`src/rtl/keypad_debouncer_if.sv`:
```
// Key-code holding register handshake between the debouncer and the control FSM.
interface keypad_debouncer_if #(
  parameter int CW = 2
) ();
  logic          code_valid;
  logic [CW-1:0] code;
  logic          code_ack;
  logic          overrun;

  modport master (output code_valid, output code, output overrun, input code_ack);
  modport slave  (input code_valid, input code, input overrun, output code_ack);
endinterface

```
`src/rtl/keypad_debouncer.sv`:
```
// Front-panel button debouncer: 2-flop sync, per-button sample-counted debounce,
// press/release pulses and a one-deep key-code holding register.
// The release pulse port is named release_pulse because release is a reserved word.
module keypad_debouncer #(
  parameter int WIDTH  = 4,
  parameter int STABLE = 4
) (
  input  logic             clk,
  input  logic             clear_n,
  input  logic [WIDTH-1:0] raw,
  input  logic             sample_key,
  output logic [WIDTH-1:0] level,
  output logic [WIDTH-1:0] press,
  output logic [WIDTH-1:0] release_pulse,
  keypad_debouncer_if.master hs
);
  localparam int CW = (WIDTH > 1) ? $clog2(WIDTH) : 1;
  localparam logic [3:0] LAST = 4'(STABLE - 1);

  logic [WIDTH-1:0] sync1, raw_s;
  logic             sk_prev;
  logic             ev;
  logic [3:0]       cnt   [WIDTH];
  logic [3:0]       cnt_n [WIDTH];
  logic [WIDTH-1:0] level_n, press_n, rel_n;

  logic          cv_q, ov_q;
  logic [CW-1:0] code_q;
  logic [CW-1:0] low_idx;
  logic          found, multi, any_p, acc_ack, load;

  always_ff @(posedge clk or negedge clear_n) begin
    if (!clear_n) begin
      sync1   <= '0;
      raw_s   <= '0;
      sk_prev <= 1'b0;
    end else begin
      sync1   <= raw;
      raw_s   <= sync1;
      sk_prev <= sample_key;
    end
  end

  assign ev = sample_key & ~sk_prev;

  // Any agreeing sample restarts the run; the STABLE-th disagreeing sample commits.
  always_comb begin
    cnt_n   = cnt;
    level_n = level;
    press_n = '0;
    rel_n   = '0;
    if (ev) begin
      for (int unsigned i = 0; i < WIDTH; i++) begin
        if (raw_s[i] == level[i]) begin
          cnt_n[i] = '0;
        end else if (cnt[i] == LAST) begin
          level_n[i] = raw_s[i];
          cnt_n[i]   = '0;
          press_n[i] = raw_s[i];
          rel_n[i]   = ~raw_s[i];
        end else begin
          cnt_n[i] = cnt[i] + 4'd1;
        end
      end
    end
  end

  always_ff @(posedge clk or negedge clear_n) begin
    if (!clear_n) begin
      cnt           <= '{default: '0};
      level         <= '0;
      press         <= '0;
      release_pulse <= '0;
    end else begin
      cnt           <= cnt_n;
      level         <= level_n;
      press         <= press_n;
      release_pulse <= rel_n;
    end
  end

  always_comb begin
    low_idx = '0;
    found   = 1'b0;
    for (int unsigned i = 0; i < WIDTH; i++) begin
      if (press[i] && !found) begin
        low_idx = CW'(i);
        found   = 1'b1;
      end
    end
  end

  assign any_p   = |press;
  assign multi   = |(press & (press - WIDTH'(1)));
  assign acc_ack = cv_q & hs.code_ack;
  assign load    = any_p & (~cv_q | hs.code_ack);

  // Ack clears overrun first; a same-edge multi-bit load or a blocked press sets it again.
  always_ff @(posedge clk or negedge clear_n) begin
    if (!clear_n) begin
      cv_q   <= 1'b0;
      code_q <= '0;
      ov_q   <= 1'b0;
    end else begin
      if (load) begin
        cv_q   <= 1'b1;
        code_q <= low_idx;
      end else if (acc_ack) begin
        cv_q <= 1'b0;
      end
      if ((load && multi) || (any_p && cv_q && !hs.code_ack))
        ov_q <= 1'b1;
      else if (acc_ack)
        ov_q <= 1'b0;
    end
  end

  assign hs.code_valid = cv_q;
  assign hs.code       = code_q;
  assign hs.overrun    = ov_q;
endmodule

```
`src/flat_wrapper.sv`:
```
// flat-port wrapper written by rule: the top's interface ports become plain ports
module keypad_debouncer_flat 
#(
  parameter int WIDTH  = 4,
  parameter int STABLE = 4
)
  (clk, clear_n, raw, sample_key, level, press, release_pulse, hs_code_valid, hs_code, hs_overrun, hs_code_ack);
  keypad_debouncer_if #(.CW(2)) hs_i ();
  input  logic clk;
  input  logic clear_n;
  input  logic [WIDTH-1:0] raw;
  input  logic sample_key;
  output logic [WIDTH-1:0] level;
  output logic [WIDTH-1:0] press;
  output logic [WIDTH-1:0] release_pulse;
  output wire logic [$bits(hs_i.code_valid)-1:0] hs_code_valid;
  output wire logic [$bits(hs_i.code)-1:0] hs_code;
  output wire logic [$bits(hs_i.overrun)-1:0] hs_overrun;
  input wire logic [$bits(hs_i.code_ack)-1:0] hs_code_ack;
  assign hs_code_valid = hs_i.code_valid;
  assign hs_code = hs_i.code;
  assign hs_overrun = hs_i.overrun;
  assign hs_i.code_ack = hs_code_ack;
  keypad_debouncer #(.WIDTH(WIDTH), .STABLE(STABLE)) u_core (.clk(clk), .clear_n(clear_n), .raw(raw), .sample_key(sample_key), .level(level), .press(press), .release_pulse(release_pulse), .hs(hs_i));
endmodule
```
`config.mk`:
```
export PLATFORM = sky130hd
export DESIGN_NAME = keypad_debouncer_flat
export DESIGN_NICKNAME = d
export VERILOG_FILES = /design/src/rtl/keypad_debouncer_if.sv /design/src/rtl/keypad_debouncer.sv /design/src/flat_wrapper.sv
export SDC_FILE = /design/constraint.sdc
export NUM_CORES = 1
export LEC_CHECK = 0
export ABC_CLOCK_PERIOD_IN_PS = 2000
export BUFFER_PORTS_ARGS = -buffer_cell sky130_fd_sc_hd__buf_2
export CORE_ASPECT_RATIO = 0.75
export CORE_UTILIZATION = 41
export DETAILED_ROUTE_END_ITERATION = 8
export PLACE_DENSITY_LB_ADDON = 0.15
export SYNTH_ARGS = -nofsm -noshare
export SYNTH_HDL_FRONTEND = slang
export SYNTH_SLANG_ARGS = --single-unit
export TNS_END_PERCENT = 20
```
`constraint.sdc`:
```
create_clock -name clk -period 2 [get_ports clk]
set_clock_uncertainty 0.15 [all_clocks]
set_input_delay 0.1 -clock clk [delete_from_list [all_inputs] [get_ports clk]]
set_output_delay 0.1 -clock clk [all_outputs]
set_load 0.1 [all_outputs]
```
; Word-level counts from Yosys, hierarchy flattened
; Cells that the tools add are included.
[totals]
reg_bits = 41
latch_bits = 0
ramBits = 0
mem_bits_ro = 0
input_bits = 8
output_inout_bits = 16
wordCells = 98
memories = 0
[op_classes]
n_addsub = 5
mul = 0
div = 0
magnitude_cmp = 0
n_eq_ne = 8
n_shift = 0
mux = 35
bitwise = 15
n_reduce_logical = 19
[ops]
columns = op, count
row1 = $mux 4, 10
row2 = $mux 1, 23
row3 = $add 4x1->4 const B, 4
row4 = $eq 4x2->1 const B, 4
row5 = $reduce_and 3->1, 4
row6 = $not 1->1, 10
row7 = $reduce_or 4->1, 2
row8 = $logic_and 1x1->1, 6
row9 = $and 4x4->4, 1
row10 = $eq 1x1->1, 4
row11 = $logic_not 1->1, 4
row12 = $mux 2, 2
row13 = $reduce_bool 2->1, 2
row14 = $sub 4x1->4 const B, 1
row15 = $and 1x1->1, 3
row16 = $logic_or 1x1->1, 1
row17 = $or 1x1->1, 1

; Depth between registers and ports, before layout
; Gate-level depths: netlist (run 1).
[depth]
word_depth = 10
ltp_mapped = 4
depth_no_buf = 4

; Worst setup path after synthesis (run 1)
; No wires, ideal clock.
[synth_timing]
path_type = register to register
start = register u_core.level[3]
end = register u_core.cnt[3] in the netlist's numbering
t_arrival_ns = 1.679
slack_ns = 0.070
path_stages_with_launch = 4
cell_sequence = dfrtp_1 -> xor2_1 -> o211ai_1 -> o311ai_2
[synth_via]
elab_chain_len = 2
[synth_rtl]
columns = element, line_no
row1 = from (decl), keypad_debouncer.sv:12  ; output logic [WIDTH-1:0] level,
row2 = from (signal assigned), keypad_debouncer.sv:76  ; level <= level_n;
row3 = $eq 1x1->1, keypad_debouncer.sv:54  ; if (raw_s[i] == level[i]) begin
row4 = $mux 4, keypad_debouncer.sv:54
row5 = to (signal assigned), keypad_debouncer.sv:75  ; cnt <= cnt_n;
row6 = to (decl), keypad_debouncer.sv:23  ; logic [3:0] cnt [WIDTH];
; Every way passes these cells.
; A chain may end at the register's enable or synchronous reset.

; Worst setup path after layout (run 1)
[layout_timing]
start = input sample_key
end = register u_core.cnt[3] in the netlist's numbering
[layout_via]
elab_chain_len = 1
[layout_rtl]
columns = element, line_no
row1 = from (decl), flat_wrapper.sv:12  ; input logic sample_key;
row2 = $and 1x1->1, keypad_debouncer.sv:44  ; assign ev = sample_key & ~sk_prev;
; Every way passes these cells.

==> results of run 1 <==
[worst max-delay path by stage]
stage / start / to / cells past startpoint
finish: sample_key / u_core.cnt[3] / 5
global route: sample_key / u_core.cnt[3] / 5
CTS: sample_key / u_core.cnt[3] / 5
detailed placement: u_core.cnt[4] / u_core.level[2] / 4
global placement: u_core.sk_prev / u_core.level[2] / 3
floorplan: u_core.level[3] / u_core.cnt[3] / 3
[power groups by stage]
stage	clock network (mW)	logic (mW)	registers, mW
after floorplan	0	0.309	1.47
after global placement	0	0.781	1.13
after detailed placement	0	0.805	1.14
after CTS	0.597	0.813	1.13
after global routing	0.627	0.873	1.15
final	0.575	0.807	1.13
[registers in the layout (all words and copies together) (netlist names)]
register              cells
u_core.level              4
u_core.hs.code_valid      1
u_core.sk_prev            1
u_core.release_pulse      4
u_core.hs.code            2
u_core.raw_s              4
u_core.sync1              4
u_core.press              4
u_core.cnt               16
u_core.hs.overrun         1
[final cells by class]
class | instances | area (um^2)
inverter | 4 | 15.0
fill | 354 | 1750
clock buffer | 7 | 96.3
tap | 52 | 65.1
multi-input combinational | 95 | 666
clock inverter | 1 | 5.00
timing repair buffer | 32 | 200
sequential | 41 | 1030
[synth_stat cells, types with 3 or more instances]
library cell / number / area share (%)
dfrtp_1: 41 / 60
nand2_1: 15 / 3.3
nor3b_1: 10 / 4.4
nor2_1: 8 / 1.7
nand3_1: 7 / 2.0
o21ai_0: 7 / 2.0
a22o_1: 5 / 2.5
nor2b_1: 5 / 1.8
ha_1: 4 / 2.9
inv_1: 4 / 0.87
a21oi_1: 3 / 0.87
nand2b_1: 3 / 1.1
[kinds of logic (layout without fill, tap and decap cells)]
group | count (synthesis) | count (layout)
and+or+nand+nor | 55 | 55
DFF | 41 | 41
AOI/OAI and AO/OA | 28 | 28
buffers and inverters | 6 | 44
adders and majority gates | 4 | 4
xor gates and xnor gates | 4 | 4
muxes | 4 | 4
[per-layer routing]
metal	part of all wire (%)	up-vias	routed length [um]	GRT usage, %
met5	0	-	0	0
met4	1.1	0	32	7.14
met3	3.9	5	119	4.72
met2	45	20	1370	24.9
met1	50	602	1520	20.0
li1	-	582	-	-
==> flow_metrics.py, run 1 <==
metrics = {
    "power_and_ir_drop": {
        "intPower_mw": 1.53,
        "power_mw": 2.51,
        "clockPowerShare_pct": 22.9,
        "max-vdd-ir-drop_v": 0.000829,
        "p_per_area_nw_per_um2": 1210,
        "p_leak_nw": 0.997,
        "p_switching_mw": 0.981,
        "p_sw_share_pct": 39.1,
        "seq_power_share_pct": 45.0,
        "combPwrFrac_pct": 32.1,
    },
    "clock_tree": {
        "clkSinkCount": 41,
        "clk_pin_slew_ps": 70,
        "cts_tree": "done",
        "cts_buffers": 5,
        "clkLatencyLatePin_ps": 280,
        "post_cts_resized": 0,
        "max-clock-path-buffers": 2,
        "hold_buffers": 7,
        "cts_root_buf": "clkbuf_8",
        "cts_setup_buffers": 0,
        "h-tree-depth": 2,
    },
    "sta": {
        "period_needed_ps": 1630,
        "max_slew_margin_pct": 67.5,
        "tightest_slew_ps": 491,
        "hold-worst-slack_ps": 123,
        "final_hold_viol_count": 0,
        "fin_setup_tns_ps": 0,
        "fmax_mhz": 613,
        "rsz0062_at_grt": "no",
        "finalCritPeriodShare_pct": 81.6,
        "finalMaxSlewViolations": 0,
        "layout_setup_ws_ps": 368,
        "setup_violations": 0,
    },
    "synthesis": {
        "syn_nets": 154,
        "syn-cell-area_um2": 1720,
        "synth_compound_area_share_pct": 12.7,
        "synth-simple-area-share_pct": 18.0,
        "synth_top_family_by_area": "simple AND/OR/NAND/NOR gates",
        "synthMuxAreaShare_pct": 3.06,
        "yosysWarningCount": 0,
        "ys_types": 31,
        "synth-async-reset-ratio_pct": 100,
        "synth_xor_area_share_pct": 2.04,
        "synthFlopType": "dfrtp_1",
        "synth_cells": 142,
        "ys_ff_latch": 41,
        "synth.avg_cell_area_um2": 12.1,
        "synth_edf_count": 0,
        "seq_area_frac_synth_pct": 59.7,
        "synthAdderAreaFrac_pct": 2.91,
    },
    "place": {
        "hpwl_um": 2130,
        "port-buffer-count": 23,
        "placed_cells": 217,
        "dpl_cell_area_um2": 1900,
        "gp_congestion": 0.781,
        "dpl_worst_slack_ps": 402,
    },
    "route": {
        "vias_per_cell": 5.21,
        "firstDrtPassIters": 4,
        "drt_drc_violations_left": 0,
        "wl_um": 3040,
        "wl_per_cell_um": 13.1,
        "ant_nets": 0,
        "vias": 1209,
        "drt_iter0_markers": 52,
    },
    "global_routing": {
        "grt_pass1_wl_um": 5250,
        "grt_usage_pct": 15.7,
        "grt_max_degree": 20,
        "overflow": 0,
        "grt_antenna_before_repair": 0,
        "grt_pass1_vias": 1191,
    },
    "setup_path": {
        "critical_path_peak_fanout": 11,
        "path_cells": "dlygate4sd3_1 -> buf_2 -> and2b_1 -> o211ai_1 -> o311ai_2",
        "crit_family": "buffers and inverters",
        "endpoint_kind": "flop",
        "reg2reg_to": "u_core.level[2]",
        "rrSetupSlack_ps": 390,
        "setup.worst_path.class": "in -> reg",
        "slowest_delay_ps": 520,
        "rr_worst_depth": 4,
        "cp_slowest_cell": "dlygate4sd3_1",
        "critPathBufInv": 2,
        "reg2reg_from": "u_core.cnt[4]",
        "start_kind": "input pin",
        "cp.arrival_ps": 1670,
        "required_ps": 2040,
    },
    "die": {
        "die-area_um2": 4460,
        "rows": 19,
        "die-width_um": 76.7,
        "fp.dieH_um": 58.1,
        "core_area_um2": 3830,
        "initial_core_util_pct": 44.9,
        "io_pins": 24,
    },
    "outcome": {
        "status": "finished, final reports clean",
    },
    "finish": {
        "finish.utilization_pct": 54.2,
        "layout_commonest_cell": "dfrtp_1",
        "stdcell_area_um2": 2070,
        "layout.nets": 191,
        "antennaDiodeCount": 0,
        "syn2layout_area_growth_pct": 20.7,
        "layout-drive-gt1-share_pct": 23.9,
        "stdcell_count": 232,
        "final_cell_mix": "dfrtp_1 (41), buf_2 (23), nand2_1 (15), nor3b_1 (10), nor2_1 (8)",
    },
    "job": {
        "drv_cap": 0,
    },
    "hold_path": {
        "hold_class": "in -> async",
    },
}
Power figures use the tool's default switching activity.
==> run 2, diff against run 1 <==
--- a/config.mk
+++ b/config.mk
@@ -5,7 +5,7 @@
 export SDC_FILE = /design/constraint.sdc
 export NUM_CORES = 1
 export LEC_CHECK = 0
-export ABC_CLOCK_PERIOD_IN_PS = 2000
+export ABC_CLOCK_PERIOD_IN_PS = 1700
 export BUFFER_PORTS_ARGS = -buffer_cell sky130_fd_sc_hd__buf_2
 export CORE_ASPECT_RATIO = 0.75
 export CORE_UTILIZATION = 41
==> constraint.sdc (replaced) <==
create_clock -name clk -period 1.7 [get_ports clk]
set_clock_uncertainty 0.15 [all_clocks]
set_input_delay 0.085 -clock clk [delete_from_list [all_inputs] [get_ports clk]]
set_output_delay 0.085 -clock clk [all_outputs]
set_load 0.1 [all_outputs]
==> run 2 against run 1 <==
Global-route usage fell by 0.16 points. Critical path depth fell by 1. Sequential cell count unchanged. Cell count up 0.43%. Via count down 1.3%. Critical path type is now reg -> reg. Critical endpoint is now u_core.level[2]. Largest cell class unchanged. Largest power group unchanged.
==> flow_metrics.py, run 2 (synthesis gave the netlist of run 1 again) <==
metrics = {
    "route": {
        "wl_um": 2980,
        "wl_per_cell_um": 12.8,
        "wl_met1_um": 1460,
        "drt_iter0_markers": 50,
        "ant_nets": 0,
        "wl_met2_um": 1360,
        "topRoutingLayerUsed": "met3",
        "drt_drc_violations_left": 0,
        "vias_per_cell": 5.12,
        "wl_met3_um": 148,
        "firstDrtPassIters": 4,
        "vias": 1193,
    },
    "power_and_ir_drop": {
        "p_per_area_nw_per_um2": 1410,
        "seq_power_share_pct": 45.3,
        "power_mw": 2.92,
        "combPwrFrac_pct": 32.4,
        "clockPowerShare_pct": 22.3,
        "p_sw_share_pct": 39.6,
        "intPower_mw": 1.77,
        "p_leak_nw": 0.994,
        "p_switching_mw": 1.16,
        "max-vdd-ir-drop_v": 0.000850,
    },
    "setup_path": {
        "setup.worst_path.class": "reg -> reg",
        "critPathBufInv": 0,
        "cp_slowest_cell": "dfrtp_1",
        "slowest_delay_ps": 390,
        "critical_path_peak_fanout": 4,
        "crit_family": "simple AND/OR/NAND/NOR gates",
        "path_cells": "ha_1 -> nand2b_1 -> or3_4 -> mux2_4",
        "endpoint_kind": "flop",
        "start_kind": "flop",
        "required_ps": 1710,
        "cp.arrival_ps": 1610,
    },
    "sta": {
        "rsz0062_at_grt": "no",
        "fmax_mhz": 628,
        "finalMaxSlewViolations": 0,
        "setup_violations": 0,
        "fin_setup_tns_ps": 0,
        "max_slew_margin_pct": 69.5,
        "final_hold_viol_count": 0,
        "period_needed_ps": 1590,
        "finalCritPeriodShare_pct": 93.6,
        "tightest_slew_ps": 446,
        "layout_setup_ws_ps": 109,
    },
    "finish": {
        "syn2layout_area_growth_pct": 21.0,
        "final_cell_mix": "dfrtp_1 (38), buf_2 (23), nand2_1 (15), nor3b_1 (10), nor2_1 (8)",
        "layout.nets": 192,
        "largest_reg_flops": 16,
        "layout-drive-gt1-share_pct": 26.0,
        "layout_commonest_cell": "dfrtp_1",
        "regMostFlops": "u_core.cnt",
        "antennaDiodeCount": 0,
        "final.fill_count": 324,
    },
    "clock_tree": {
        "clk_pin_slew_ps": 80,
        "cts_setup_buffers": 0,
        "h-tree-depth": 2,
        "clkSinkCount": 41,
        "max-clock-path-buffers": 2,
        "clkLatencyLatePin_ps": 290,
        "cts_buffers": 5,
        "cts_tree": "done",
        "cts_root_buf": "clkbuf_8",
    },
    "outcome": {
        "status": "finished, final reports clean",
    },
    "place": {
        "hpwl_um": 2060,
        "port-buffer-count": 23,
        "gp_congestion": 0.814,
        "dpl_worst_slack_ps": 122,
    },
    "die": {
        "rows": 19,
        "die-area_um2": 4460,
        "io_pins": 24,
        "core_area_um2": 3830,
        "initial_core_util_pct": 44.9,
        "fp.dieH_um": 58.1,
        "die-width_um": 76.7,
    },
    "job": {
        "drv_cap": 0,
    },
    "global_routing": {
        "grt_usage_pct": 15.5,
        "grt_antenna_before_repair": 0,
        "overflow": 0,
        "grt_max_degree": 24,
        "grt_pass1_vias": 1158,
        "grt_pass1_wl_um": 5330,
    },
    "hold_path": {
        "hold_class": "in -> async",
    },
}
-- run 2: metrics by stage --
stage               area, um^2  hold WS (ps)  std cells  util (%)
global route              2080           180        233      54.3
global placement          1910         -73.4        218      50.0
detailed placement        1910         -66.9        218      50.0
finish                    2080           129        233      54.3
CTS                       2080           147        233      54.3
floorplan                 1720          -361        142         -
-- run 2: layer usage --
layer | vias to the layer above | track usage [%]
li1 | 583 | -
met1 | 583 | 20.1
met2 | 27 | 24.7
met3 | 0 | 5.20
met4 | 0 | 4.95
met5 | - | 0
-- run 2: final timing paths --
| kind | from | endpoint | slack [ps] | cells past startpoint |
|---|---|---|---|---|
| worst max-delay path | u_core.cnt[4] | u_core.level[2] | 110 | 4 |
| worst min-delay path | clear_n | u_core.cnt[4] | 130 | 2 |
| worst max register to register | u_core.cnt[4] | u_core.level[2] | 110 | 4 |
| worst min register to register | u_core.sync1[0] | u_core.raw_s[0] | 210 | 0 |
| max in group asynchronous | clear_n | u_core.hs.code_valid | 680 | 3 |
| min in group clk | u_core.sync1[0] | u_core.raw_s[0] | 210 | 0 |
-- run 2: cell type report --
cell class | count | area, um^2 | area share, %
timing repair buffer | 33 | 208 | 9.99
sequential | 41 | 1030 | 49.5
inverter | 4 | 15.0 | 0.722
multi-input combinational | 95 | 666 | 32.0
clock buffer | 6 | 82.6 | 3.97
clock inverter | 2 | 13.8 | 0.662
tap | 52 | 65.1 | 3.13
-- run 2: power groups by stage --
stage          combinational [mW]  clock [mW]  sequential, mW
2_1_floorplan               0.363           0            1.73
3_3_place_gp                0.925           0            1.33
3_5_place_dp                0.943           0            1.34
4_1_cts                     0.956       0.684            1.32
5_1_grt                      1.02       0.721            1.36
6_report                    0.947       0.650            1.32
-- run 2: what timing repair did --
item / CTS / global route
gates resized for setup: 0 / 0
hold buffers: 7 / 0
endpoints found under the hold margin: 31 / 0
